## src/rtl/serial_byte_loader_pkg.sv

```systemverilog
// Shared definitions for the serial byte loader: FSM state encoding and default word width.
package serial_byte_loader_pkg;

    localparam int SBL_WIDTH_DEF = 8;

    typedef enum logic [1:0] {
        ST_IDLE    = 2'd0,
        ST_SHIFT   = 2'd1,
        ST_PRESENT = 2'd2
    } sbl_state_t;

endpackage

```

## src/rtl/serial_byte_loader_if.sv

```systemverilog
// Serial-in / word-out bundle between the serial source, the loader and the octal register.
interface serial_byte_loader_if
    import serial_byte_loader_pkg::*;
#(
    parameter int WIDTH = SBL_WIDTH_DEF
);
    logic             frame_start;
    logic             ser_en;
    logic             ser_in;
    logic             d_ready;
    logic             clr_ovr;
    logic [WIDTH-1:0] d_out;
    logic             d_valid;
    logic             oe_n;
    logic             busy;
    logic             overrun;

    modport master (
        output frame_start, ser_en, ser_in, d_ready, clr_ovr,
        input  d_out, d_valid, oe_n, busy, overrun
    );

    modport slave (
        input  frame_start, ser_en, ser_in, d_ready, clr_ovr,
        output d_out, d_valid, oe_n, busy, overrun
    );
endinterface

```

## src/rtl/sbl_shift_reg.sv

```systemverilog
// Serial-in shift register; shifts left (MSB first) or right (LSB first), with synchronous clear.
module sbl_shift_reg #(
    parameter int WIDTH     = 8,
    parameter bit MSB_FIRST = 1'b1
) (
    input  logic             clk,
    input  logic             rst,
    input  logic             clr,
    input  logic             en,
    input  logic             din,
    output logic [WIDTH-1:0] q
);

    always_ff @(posedge clk or posedge rst) begin
        if (rst) begin
            q <= '0;
        end else if (clr) begin
            q <= '0;
        end else if (en) begin
            q <= MSB_FIRST ? {q[WIDTH-2:0], din} : {din, q[WIDTH-1:1]};
        end
    end

endmodule

```

## src/rtl/serial_byte_loader.sv

```systemverilog
// Assembles a WIDTH-bit word from a strobed serial stream and presents it with valid/ready,
// driving the octal register's active-low output enable only while the word is valid.
//
// state   | meaning
// IDLE    | waiting for frame_start; ser_en ignored
// SHIFT   | collecting bits on ser_en; frame_start restarts the word
// PRESENT | word held on d_out until d_ready; frame_start without d_ready flags overrun
module serial_byte_loader
    import serial_byte_loader_pkg::*;
#(
    parameter int WIDTH     = SBL_WIDTH_DEF,
    parameter bit MSB_FIRST = 1'b1
) (
    input logic                 clk,
    input logic                 rst,
    serial_byte_loader_if.slave bus
);

    localparam int            CW   = (WIDTH > 2) ? $clog2(WIDTH) : 1;
    localparam logic [CW-1:0] LAST = CW'(WIDTH - 1);

    sbl_state_t       state;
    logic [CW-1:0]    bit_cnt;
    logic [WIDTH-1:0] sr_q;
    logic [WIDTH-1:0] word_next;
    logic [WIDTH-1:0] d_out_q;
    logic             d_valid_q;
    logic             oe_n_q;
    logic             busy_q;
    logic             overrun_q;
    logic             sr_clr;
    logic             sr_en;

    // Any frame_start that (re)enters SHIFT starts from an empty register.
    always_comb begin
        sr_clr = 1'b0;
        sr_en  = 1'b0;
        if (bus.frame_start) begin
            sr_clr = (state == ST_IDLE) || (state == ST_SHIFT) ||
                     ((state == ST_PRESENT) && bus.d_ready);
        end
        if ((state == ST_SHIFT) && bus.ser_en && !bus.frame_start) begin
            sr_en = 1'b1;
        end
    end

    // Completed word must include the bit being sampled on the final strobe.
    assign word_next = MSB_FIRST ? {sr_q[WIDTH-2:0], bus.ser_in}
                                 : {bus.ser_in, sr_q[WIDTH-1:1]};

    sbl_shift_reg #(
        .WIDTH     (WIDTH),
        .MSB_FIRST (MSB_FIRST)
    ) u_shift_reg (
        .clk (clk),
        .rst (rst),
        .clr (sr_clr),
        .en  (sr_en),
        .din (bus.ser_in),
        .q   (sr_q)
    );

    always_ff @(posedge clk or posedge rst) begin
        if (rst) begin
            state     <= ST_IDLE;
            bit_cnt   <= '0;
            d_out_q   <= '0;
            d_valid_q <= 1'b0;
            oe_n_q    <= 1'b1;
            busy_q    <= 1'b0;
            overrun_q <= 1'b0;
        end else begin
            case (state)
                ST_IDLE: begin
                    if (bus.frame_start) begin
                        state   <= ST_SHIFT;
                        bit_cnt <= '0;
                        busy_q  <= 1'b1;
                    end
                end
                ST_SHIFT: begin
                    if (bus.frame_start) begin
                        bit_cnt <= '0;
                    end else if (bus.ser_en) begin
                        if (bit_cnt == LAST) begin
                            d_out_q   <= word_next;
                            d_valid_q <= 1'b1;
                            oe_n_q    <= 1'b0;
                            busy_q    <= 1'b0;
                            bit_cnt   <= '0;
                            state     <= ST_PRESENT;
                        end else begin
                            bit_cnt <= bit_cnt + 1'b1;
                        end
                    end
                end
                ST_PRESENT: begin
                    if (bus.d_ready) begin
                        d_valid_q <= 1'b0;
                        oe_n_q    <= 1'b1;
                        if (bus.frame_start) begin
                            state   <= ST_SHIFT;
                            bit_cnt <= '0;
                            busy_q  <= 1'b1;
                        end else begin
                            state <= ST_IDLE;
                        end
                    end
                end
                default: begin
                    state     <= ST_IDLE;
                    bit_cnt   <= '0;
                    d_valid_q <= 1'b0;
                    oe_n_q    <= 1'b1;
                    busy_q    <= 1'b0;
                end
            endcase

            if ((state == ST_PRESENT) && bus.frame_start && !bus.d_ready) begin
                overrun_q <= 1'b1;
            end else if (bus.clr_ovr) begin
                overrun_q <= 1'b0;
            end
        end
    end

    assign bus.d_out   = d_out_q;
    assign bus.d_valid = d_valid_q;
    assign bus.oe_n    = oe_n_q;
    assign bus.busy    = busy_q;
    assign bus.overrun = overrun_q;

endmodule

```

## src/flat_wrapper.sv

```systemverilog
// flat-port wrapper written by rule: the top's interface ports become plain ports
module serial_byte_loader_flat import serial_byte_loader_pkg::*;
#(
    parameter int WIDTH     = SBL_WIDTH_DEF,
    parameter bit MSB_FIRST = 1'b1
)
  (clk, rst, bus_frame_start, bus_ser_en, bus_ser_in, bus_d_ready, bus_clr_ovr, bus_d_out, bus_d_valid, bus_oe_n, bus_busy, bus_overrun);
  serial_byte_loader_if #(.WIDTH(WIDTH)) bus_i ();
  input logic clk;
  input logic rst;
  input wire logic [$bits(bus_i.frame_start)-1:0] bus_frame_start;
  input wire logic [$bits(bus_i.ser_en)-1:0] bus_ser_en;
  input wire logic [$bits(bus_i.ser_in)-1:0] bus_ser_in;
  input wire logic [$bits(bus_i.d_ready)-1:0] bus_d_ready;
  input wire logic [$bits(bus_i.clr_ovr)-1:0] bus_clr_ovr;
  output wire logic [$bits(bus_i.d_out)-1:0] bus_d_out;
  output wire logic [$bits(bus_i.d_valid)-1:0] bus_d_valid;
  output wire logic [$bits(bus_i.oe_n)-1:0] bus_oe_n;
  output wire logic [$bits(bus_i.busy)-1:0] bus_busy;
  output wire logic [$bits(bus_i.overrun)-1:0] bus_overrun;
  assign bus_i.frame_start = bus_frame_start;
  assign bus_i.ser_en = bus_ser_en;
  assign bus_i.ser_in = bus_ser_in;
  assign bus_i.d_ready = bus_d_ready;
  assign bus_i.clr_ovr = bus_clr_ovr;
  assign bus_d_out = bus_i.d_out;
  assign bus_d_valid = bus_i.d_valid;
  assign bus_oe_n = bus_i.oe_n;
  assign bus_busy = bus_i.busy;
  assign bus_overrun = bus_i.overrun;
  serial_byte_loader #(.WIDTH(WIDTH), .MSB_FIRST(MSB_FIRST)) u_core (.clk(clk), .rst(rst), .bus(bus_i));
endmodule
```

## config.mk

```make
export PLATFORM = sky130hd
export DESIGN_NAME = serial_byte_loader_flat
export DESIGN_NICKNAME = d
export VERILOG_FILES = /design/src/rtl/serial_byte_loader_pkg.sv /design/src/rtl/serial_byte_loader_if.sv /design/src/rtl/sbl_shift_reg.sv /design/src/rtl/serial_byte_loader.sv /design/src/flat_wrapper.sv
export SDC_FILE = /design/constraint.sdc
export NUM_CORES = 1
export LEC_CHECK = 0
export ABC_AREA = 1
export CAP_MARGIN = 10
export CORE_MARGIN = 1.5
export CORE_UTILIZATION = 40
export CTS_BUF_LIST = sky130_fd_sc_hd__clkbuf_4 sky130_fd_sc_hd__clkbuf_8
export DETAILED_ROUTE_END_ITERATION = 10
export GPL_TIMING_DRIVEN = 0
export HOLD_SLACK_MARGIN = 0.1
export SKIP_LAST_GASP = 1
export SLEW_MARGIN = 30
export SYNTH_ARGS = -nofsm -noshare
export SYNTH_HDL_FRONTEND = slang
export SYNTH_HIERARCHICAL = 1
export SYNTH_SLANG_ARGS = --single-unit
```

## constraint.sdc

```tcl
create_clock -name clk -period 1.45 [get_ports clk]
set_input_delay 0.435 -clock clk [delete_from_list [all_inputs] [get_ports clk]]
set_output_delay 0.435 -clock clk [all_outputs]
set_load 0.05 [all_outputs]
```

== After elaboration in Yosys (flattened, before gate mapping) ==
Index checks and enable logic that the tools add are counted.
Storage, ports and cells
  flip-flop bits (word level): 24
  bits of input ports: 7
  output and inout port bits: 12
  logic and storage cells: 69
Operators by class
  $add $sub $neg: 1
  eq/ne operators: 9
  multiplexer cells: 32
  bitwise gates (word level): 2
  reductions and logical operators: 17
Operators by type and width (number)
  1-bit two-way mux: 15
  3-bit two-way mux: 5
  7-bit two-way mux: 2
  2-bit two-way mux: 5
  2-bit inequality test, second input constant: 5
  5-bit AND reduction: 2
  1-bit case mux with 3 select lines: 3
  3-bit case mux with 3 select lines: 1
  4-bit AND reduction: 2
  2-bit case mux with 3 select lines: 1
  1-bit logical AND: 5
  2-bit nonzero test: 2
  3-bit by 1-bit adder with 3-bit output, second input constant: 1
  3-bit == test, second input constant: 1
  3-bit inequality test, second input constant: 1
  2-bit by 1-bit == test with 1-bit output, second input constant: 1
  2-bit == test, second input constant: 1
  1-bit zero test: 2
  2-bit zero test: 1
  1-bit logical OR: 2
  1-bit inverter: 2
  2-bit AND reduction: 1

== Logic depth before layout (Yosys ltp) ==
Gate-level depths: netlist (run 1).
  depth in word-level cells: 6
  gate-level depth with buffers: 8
  mapped depth without buffers: 7

== By module ==
Netlist (run 1), hierarchy kept.
By module, submodules not included
  serial_byte_loader: times used 1, cells an instance 92, area an instance 810.8 sq um, seq. area each 426.7 sq um
  sbl_shift_reg: times used 1, cells an instance 36, area an instance 339.1 sq um, seq. area each 200.2 sq um

== Worst setup path before layout (run 1) ==
OpenSTA, ideal clock, no wires.
  kind: register to register
  start: register u_core.state[0]
  end: register u_core/u_shift_reg/q[7] (netlist name)
  setup time: 0.117 ns
  arrival time: 1.217 ns
  data required time: 1.333 ns
  slack: 0.116 ns
  cell stages (with the launch flop): 7
  buffers on the path: 0
  period minus slack after synthesis: 1.334 ns
  cell sequence: dfrtp_1 > inv_2 > nand2_1 > a21oi_1 > inv_2 > nand3_1 > nand2_1
RTL lines
  start: declaration: line serial_byte_loader.sv:22  | sbl_state_t state;
  start signal: assignment: line serial_byte_loader.sv:65  | state <= ST_IDLE;
  start signal: assignment: line serial_byte_loader.sv:76  | state <= ST_SHIFT;
  start signal: assignment: line serial_byte_loader.sv:91  | state <= ST_PRESENT;

== Worst setup path after layout (run 1) ==
  start: register u_core.oe_n_q, in the netlist u_core/bus.oe_n
  end: output bus_oe_n
RTL lines
  start: declaration: line serial_byte_loader.sv:28  | logic oe_n_q;
  start signal: assignment: line serial_byte_loader.sv:69  | oe_n_q <= 1'b1;
  start signal: assignment: line serial_byte_loader.sv:88  | oe_n_q <= 1'b0;
  start signal: assignment: line serial_byte_loader.sv:100  | oe_n_q <= 1'b1;
  end: declaration: line flat_wrapper.sv:18  | output wire logic [$bits(bus_i.oe_n)-1:0] bus_oe_n;
No word-level cell between the ends.

==> qor.txt, run 1 <==
===============================================================================
Post-synthesis instance total ....................................          124
Net Count, Synth .................................................          133
Part of the power in combinational logic .........................        26.2%
Min-delay worst type .............................................  in -> async
Netlist area before placement ....................................  0.00111 mm²
Die Span X .......................................................      55.7 µm
Initial antenna violation count ..................................            0
Number of top-level pins .........................................           19
Mean number of vias per cell .....................................         4.97
DP Wirelength ....................................................      1570 µm
Area of the core .................................................  0.00254 mm²
Clock tree skew after final layout ...............................      12.2 ps
Switching component of the power .................................     0.509 mW
Detailed-routing iteration count for the pre-antenna-repair pass .            4
Max-slew violations ..............................................            0
Maximum buffer depth of the clock tree ...........................            2
Number of hold violations in the final report ....................            0
Data required, critical path .....................................      1020 ps
Detailed router's first-iteration violation count ................           25
Total cell area at the placement stage ...........................  0.00133 mm²
CTS Hold Buffers Added ...........................................            0
Final critical-path share of the clock period ....................         100%
Cell-internal power ..............................................      1.02 mW
Delay of the slowest cell on the worst path ......................       570 ps
Maximum number of pins on one net before global-route repair .....           18
Cell with the biggest individual delay on the critical path ......      dfstp_2
Sequential cell area .............................................      604 µm²
Smallest setup slack after layout ................................     -3.05 ps
Die boundary height ..............................................      55.7 µm
Part of the power in the clock network ...........................        23.1%
Clock Tree Root ..................................................     clkbuf_4
Commonest non-fill, non-tap cell in the layout ...................      nand2_1
Clock-pin slew on the worst setup and hold paths .................       120 ps
Final layout net count ...........................................          160
Max_slew headroom ................................................        54.8%
Vias .............................................................          894
TritonCTS clock tree .............................................        built
Class of the most critical setup path ............................   reg -> out
Critical path capture point type ................................. primary output
Detailed-route wire length per cell ..............................      12.2 µm
Status ........................................................... finished with violations
Setup WS pre-CTS .................................................      -500 ps
Yosys Warn Count .................................................            6
H-tree levels ....................................................            1
Share of post-route cells with drive strength above 1 ............        26.0%
Arrival time worst endpoint ......................................      1020 ps
Number of buffer and inverter stages on the critical path ........            1
GR Overflow Total ................................................            0
Multi-input combinational cell area ..............................      502 µm²
Least-Margin Pin Slew ............................................       677 ps
Switch share .....................................................        33.2%
Area enclosed by the die boundary ................................  0.00311 mm²
Total routing resource utilization after global routing ..........        15.2%
Commonest cells after routing, fill and taps aside ............... nand2_1 (48), nand3_1 (22), dfrtp_1 (21), buf_2 (11), inv_1 (6)
Gp weighted congestion ...........................................        0.778
Post-layout instance area ........................................  0.00140 mm²
Violations in the final reports .................................. setup timing
Crit path time final .............................................      1450 ps
Setup violation total in the final timing report .................            1
List of cells traversed by the critical path .....................        buf_8
Fraction of power consumed by sequential logic ...................        50.7%
Post-Synthesis Mean Instance Area ................................     8.97 µm²
Post-detailed-route DRC marker count .............................            0
Placed Cells .....................................................          172
Syn-to-layout area delta .........................................        25.4%
Number of antenna diodes .........................................            0
First-pass GRT wire length .......................................      3740 µm
Non-filler cells, final ..........................................          180
Total power density per cell area ................................  1100 mW/mm²
Clock insertion delay at the later pin of the skew report ........       310 ps
Max FO, Critical Path ............................................            2
Final antenna-violating net count ................................            0
Setup repair after global routing missed its margin ..............          yes
Number of filler instances in the final layout ...................          236
Max Fclk .........................................................      688 MHz
Total clock sinks ................................................           24
Port Buffers .....................................................           18
Type of element launching the critical path ......................    flip-flop
Delay-heaviest family, CP ........................................   flip-flops
Number of maximum-capacitance constraint violations ..............            0
Wire length after detailed routing ...............................      2200 µm
Vias in the first global route ...................................          788
Smallest hold slack ..............................................       372 ps
Starting utilization of the core area ............................        43.7%
Peak VDD IR ......................................................     0.861 mV
Placement Rows ...................................................           18
Static power due to leakage ......................................     0.789 nW
Clock buffer count from CTS ......................................            3
===============================================================================
-- final timing paths --
kind                                     startpoint                      end  slack [ps]  cells after the start
worst max-delay path                u_core/bus.oe_n                 bus_oe_n          -3                      1
worst min-delay path                            rst  u_core/u_shift_reg/q[0]         370                      2
worst max register to register    u_core/bit_cnt[0]          u_core/bus.busy          90                      7
worst min register to register  u_core/bus.d_out[1]      u_core/bus.d_out[1]         480                      2
max in group asynchronous                       rst          u_core/state[0]         440                      2
min in group clk                u_core/bus.d_out[1]      u_core/bus.d_out[1]         480                      2
-- power by group through the flow --
stage,combinational (mW),clock (mW),sequential (mW)
4_1_cts,0.360,0.366,0.771
2_1_floorplan,0.235,0,0.817
6_report,0.402,0.354,0.778
5_1_grt,0.449,0.391,0.788
3_5_place_dp,0.371,0,0.783
3_3_place_gp,0.360,0,0.782
-- through the flow --
stage / power, mW / utilization, % / setup TNS, ps
after floorplan: 1.05 / - / 0
after global placement: 1.14 / 52.3 / -8760
after detailed placement: 1.15 / 52.3 / -9290
after CTS: 1.50 / 51.6 / -49.3
after global routing: 1.63 / 54.8 / -65.1
final: 1.53 / 54.8 / -3.05
-- per-layer routing --
layer	vias up	track usage, %	routed length (µm)
met5	-	0	0
met1	409	21.9	1100
met2	22	22.8	942
li1	459	-	-
met3	4	5.12	124
met4	0	2.09	28
-- what timing repair did --
action | in CTS | in global routing
pin swaps | 0 | 3
buffers inserted | 0 | 4
cloned | 0 | 0
setup endpoints to repair | 19 | 14
hold endpoints to repair | 0 | 0
resized for setup | 63 | 14
-- state kept, by name, indices dropped and copies added (netlist names) --
| signal | cells |
|---|---|
| u_core/bus.busy | 1 |
| u_core/bus.d_out | 8 |
| u_core/state | 2 |
| u_core/bus.d_valid | 1 |
| u_core/bus.oe_n | 1 |
| u_core/bit_cnt | 3 |
| u_core/bus.overrun | 1 |
| u_core/u_shift_reg/q | 7 |
-- final cells by class --
cell class / instances / area share, %
Tap cell: 30 / 2.69
Inverter: 9 / 2.42
Timing Repair Buffer: 22 / 11.7
Sequential cell: 24 / 43.3
Buffer: 2 / 1.35
Multi-Input combinational cell: 89 / 36.0
Clock buffer: 4 / 2.60
(Power assumes the default switching activity.)
==> run 2, diff against run 1 <==
- CELL_PAD_IN_SITES_DETAIL_PLACEMENT: not set -> 0
- CELL_PAD_IN_SITES_GLOBAL_PLACEMENT: not set -> 1
- PLACE_DENSITY_LB_ADDON: not set -> 0.1
- REMOVE_ABC_BUFFERS: not set -> 1
==> run 2 against run 1 <==
Net effect:
- clock skew is 7.2 ps lower
- the run still ends with setup timing left
- critical path depth stayed put
- design area rose by 0.81%
- clock power up 38%
- cell count unchanged
- flip-flop and latch count is the same
- register-to-register slack lost 30 ps
- global-route usage down 0.17 points
- clock-buffer cell count is 1 lower
- setup slack lost 14 ps
- non-clock buffer count stayed put
- largest cell class unchanged
- via count increased by 2.8%
- critical endpoint unchanged
==> qor.txt, run 2 (synthesis results as in run 1) <==
===============================================================================
Status ........................................................... finished with violations
Violations in the final reports .................................. setup timing
Data required, critical path .....................................      1020 ps
Final layout net count ...........................................          160
Reg2reg start .................................................... u_core/state[0]
Setup violation total in the final timing report .................            1
Post-detailed-route DRC marker count .............................            0
Delay-heaviest family, CP ........................................   flip-flops
Setup WS pre-CTS .................................................      -500 ps
Setup repair after global routing missed its margin ..............          yes
Number of hold violations in the final report ....................            0
Area enclosed by the die boundary ................................  0.00311 mm²
Detailed-route wire length per cell ..............................      12.5 µm
Syn-to-layout area delta .........................................        26.4%
Max reg flops ....................................................            8
Number of antenna diodes .........................................            0
Maximum buffer depth of the clock tree ...........................            2
Final antenna-violating net count ................................            0
Clock Tree Root ..................................................     clkbuf_4
Type of element launching the critical path ......................    flip-flop
R2R depth ........................................................            6
GR Overflow Total ................................................            0
Area of the core .................................................  0.00254 mm²
Met2 layer wire length in the routed design ......................       884 µm
Share of post-route cells with drive strength above 1 ............        23.3%
Vias in the first global route ...................................          783
Delay of the slowest cell on the worst path ......................       580 ps
Total routed wire length on the met1 layer .......................      1220 µm
Max FO, Critical Path ............................................            2
H-tree levels ....................................................            1
Placement Rows ...................................................           18
Cell with the biggest individual delay on the critical path ......      dfstp_2
Peak VDD IR ......................................................     0.845 mV
Crit path time final .............................................      1470 ps
Smallest setup slack after layout ................................     -17.2 ps
Arrival time worst endpoint ......................................      1030 ps
Starting utilization of the core area ............................        43.7%
Die boundary height ..............................................      55.7 µm
Class of the most critical setup path ............................   reg -> out
First-pass GRT wire length .......................................      3670 µm
Least-Margin Pin Slew ............................................       684 ps
Clock insertion delay at the later pin of the skew report ........       310 ps
List of cells traversed by the critical path .....................        buf_8
Critical register-to-register path endpoint ...................... u_core/bit_cnt[1]
Mean number of vias per cell .....................................         5.11
Number of top-level pins .........................................           19
Min-delay worst type .............................................  in -> async
Commonest non-fill, non-tap cell in the layout ...................      nand2_1
Overall power after layout .......................................      1.70 mW
Number of buffer and inverter stages on the critical path ........            1
Detailed router's first-iteration violation count ................           21
Max-slew violations ..............................................            0
Port Buffers .....................................................           18
Max Fclk .........................................................      682 MHz
DP Wirelength ....................................................      1550 µm
Wire length after detailed routing ...............................      2260 µm
Maximum number of pins on one net before global-route repair .....           18
Uppermost routed layer ...........................................         met4
Critical path capture point type ................................. primary output
Gp weighted congestion ...........................................        0.737
Total clock sinks ................................................           24
Worst R2R Setup Slack ............................................        60 ps
Clock buffer count from CTS ......................................            3
Clock-pin slew on the worst setup and hold paths .................       140 ps
Die Span X .......................................................      55.7 µm
Max_slew headroom ................................................        54.3%
Number of maximum-capacitance constraint violations ..............            0
Detailed-routing iteration count for the pre-antenna-repair pass .            4
Total power density per cell area ................................  1210 mW/mm²
Total routing resource utilization after global routing ..........        15.0%
Met3 wire length .................................................       130 µm
Initial antenna violation count ..................................            0
Final critical-path share of the clock period ....................         101%
TritonCTS clock tree .............................................        built
Static power due to leakage ......................................     0.791 nW
Commonest cells after routing, fill and taps aside ............... nand2_1 (49), nand3_1 (22), dfrtp_1 (22), buf_2 (10)
Vias .............................................................          919
Clock tree skew after final layout ...............................      5.00 ps
===============================================================================
run 2: area by class of cell:
| class | count | area [µm²] |
|---|---|---|
| multi-input cells | 89 | 477 |
| fillers | 257 | 1140 |
| well taps | 30 | 37.5 |
| repair buffers | 24 | 203 |
| inverters | 9 | 33.8 |
| flip-flops and latches | 24 | 603 |
| clock buffers | 3 | 22.5 |
| clock inverters | 1 | 30.0 |
run 2: worst max-delay path by stage:
stage	start	to	cells past startpoint
6_report	u_core/bus.oe_n	bus_oe_n	1
4_1_cts	u_core/bus.oe_n	bus_oe_n	1
2_1_floorplan	u_core/bit_cnt[0]	u_core/bus.busy	7
3_3_place_gp	bus_frame_start	u_core/u_shift_reg/q[3]	6
3_5_place_dp	bus_frame_start	u_core/u_shift_reg/q[2]	6
5_1_grt	u_core/bit_cnt[1]	u_core/bus.busy	7
run 2: routing by layer:
metal	vias up	global-route usage, %
met5	-	0
met4	0	7.32
met3	2	2.56
met2	23	20.2
met1	435	23.0
li1	459	-
run 2: power breakdown:
part / internal (mW) / switching (mW) / leakage [nW]
Sequential: 0.726 / 0.0443 / 0.324
Clock: 0.279 / 0.210 / 0.0279
Combinational: 0.176 / 0.265 / 0.439
Total: 1.18 / 0.519 / 0.791
run 2: stage by stage:
stage	instances	util [%]	hold WS (ps)	setup TNS, ps	area [µm²]
after floorplan	122	-	238	-0.397	1100
after global placement	170	51.6	454	-10310	1310
after detailed placement	170	51.6	458	-10640	1310
after CTS	177	53.8	346	-130	1370
after global routing	180	55.3	385	-203	1410
final	180	55.3	351	-17.2	1410
run 2: repair_timing:
item / in CTS / in global routing
gates resized for setup: 63 / 7
endpoints found under the hold margin: 0 / 0
setup buffers: 3 / 3
hold buffers: 0 / 0
pin swaps: 1 / 1
setup endpoints to repair: 31 / 24
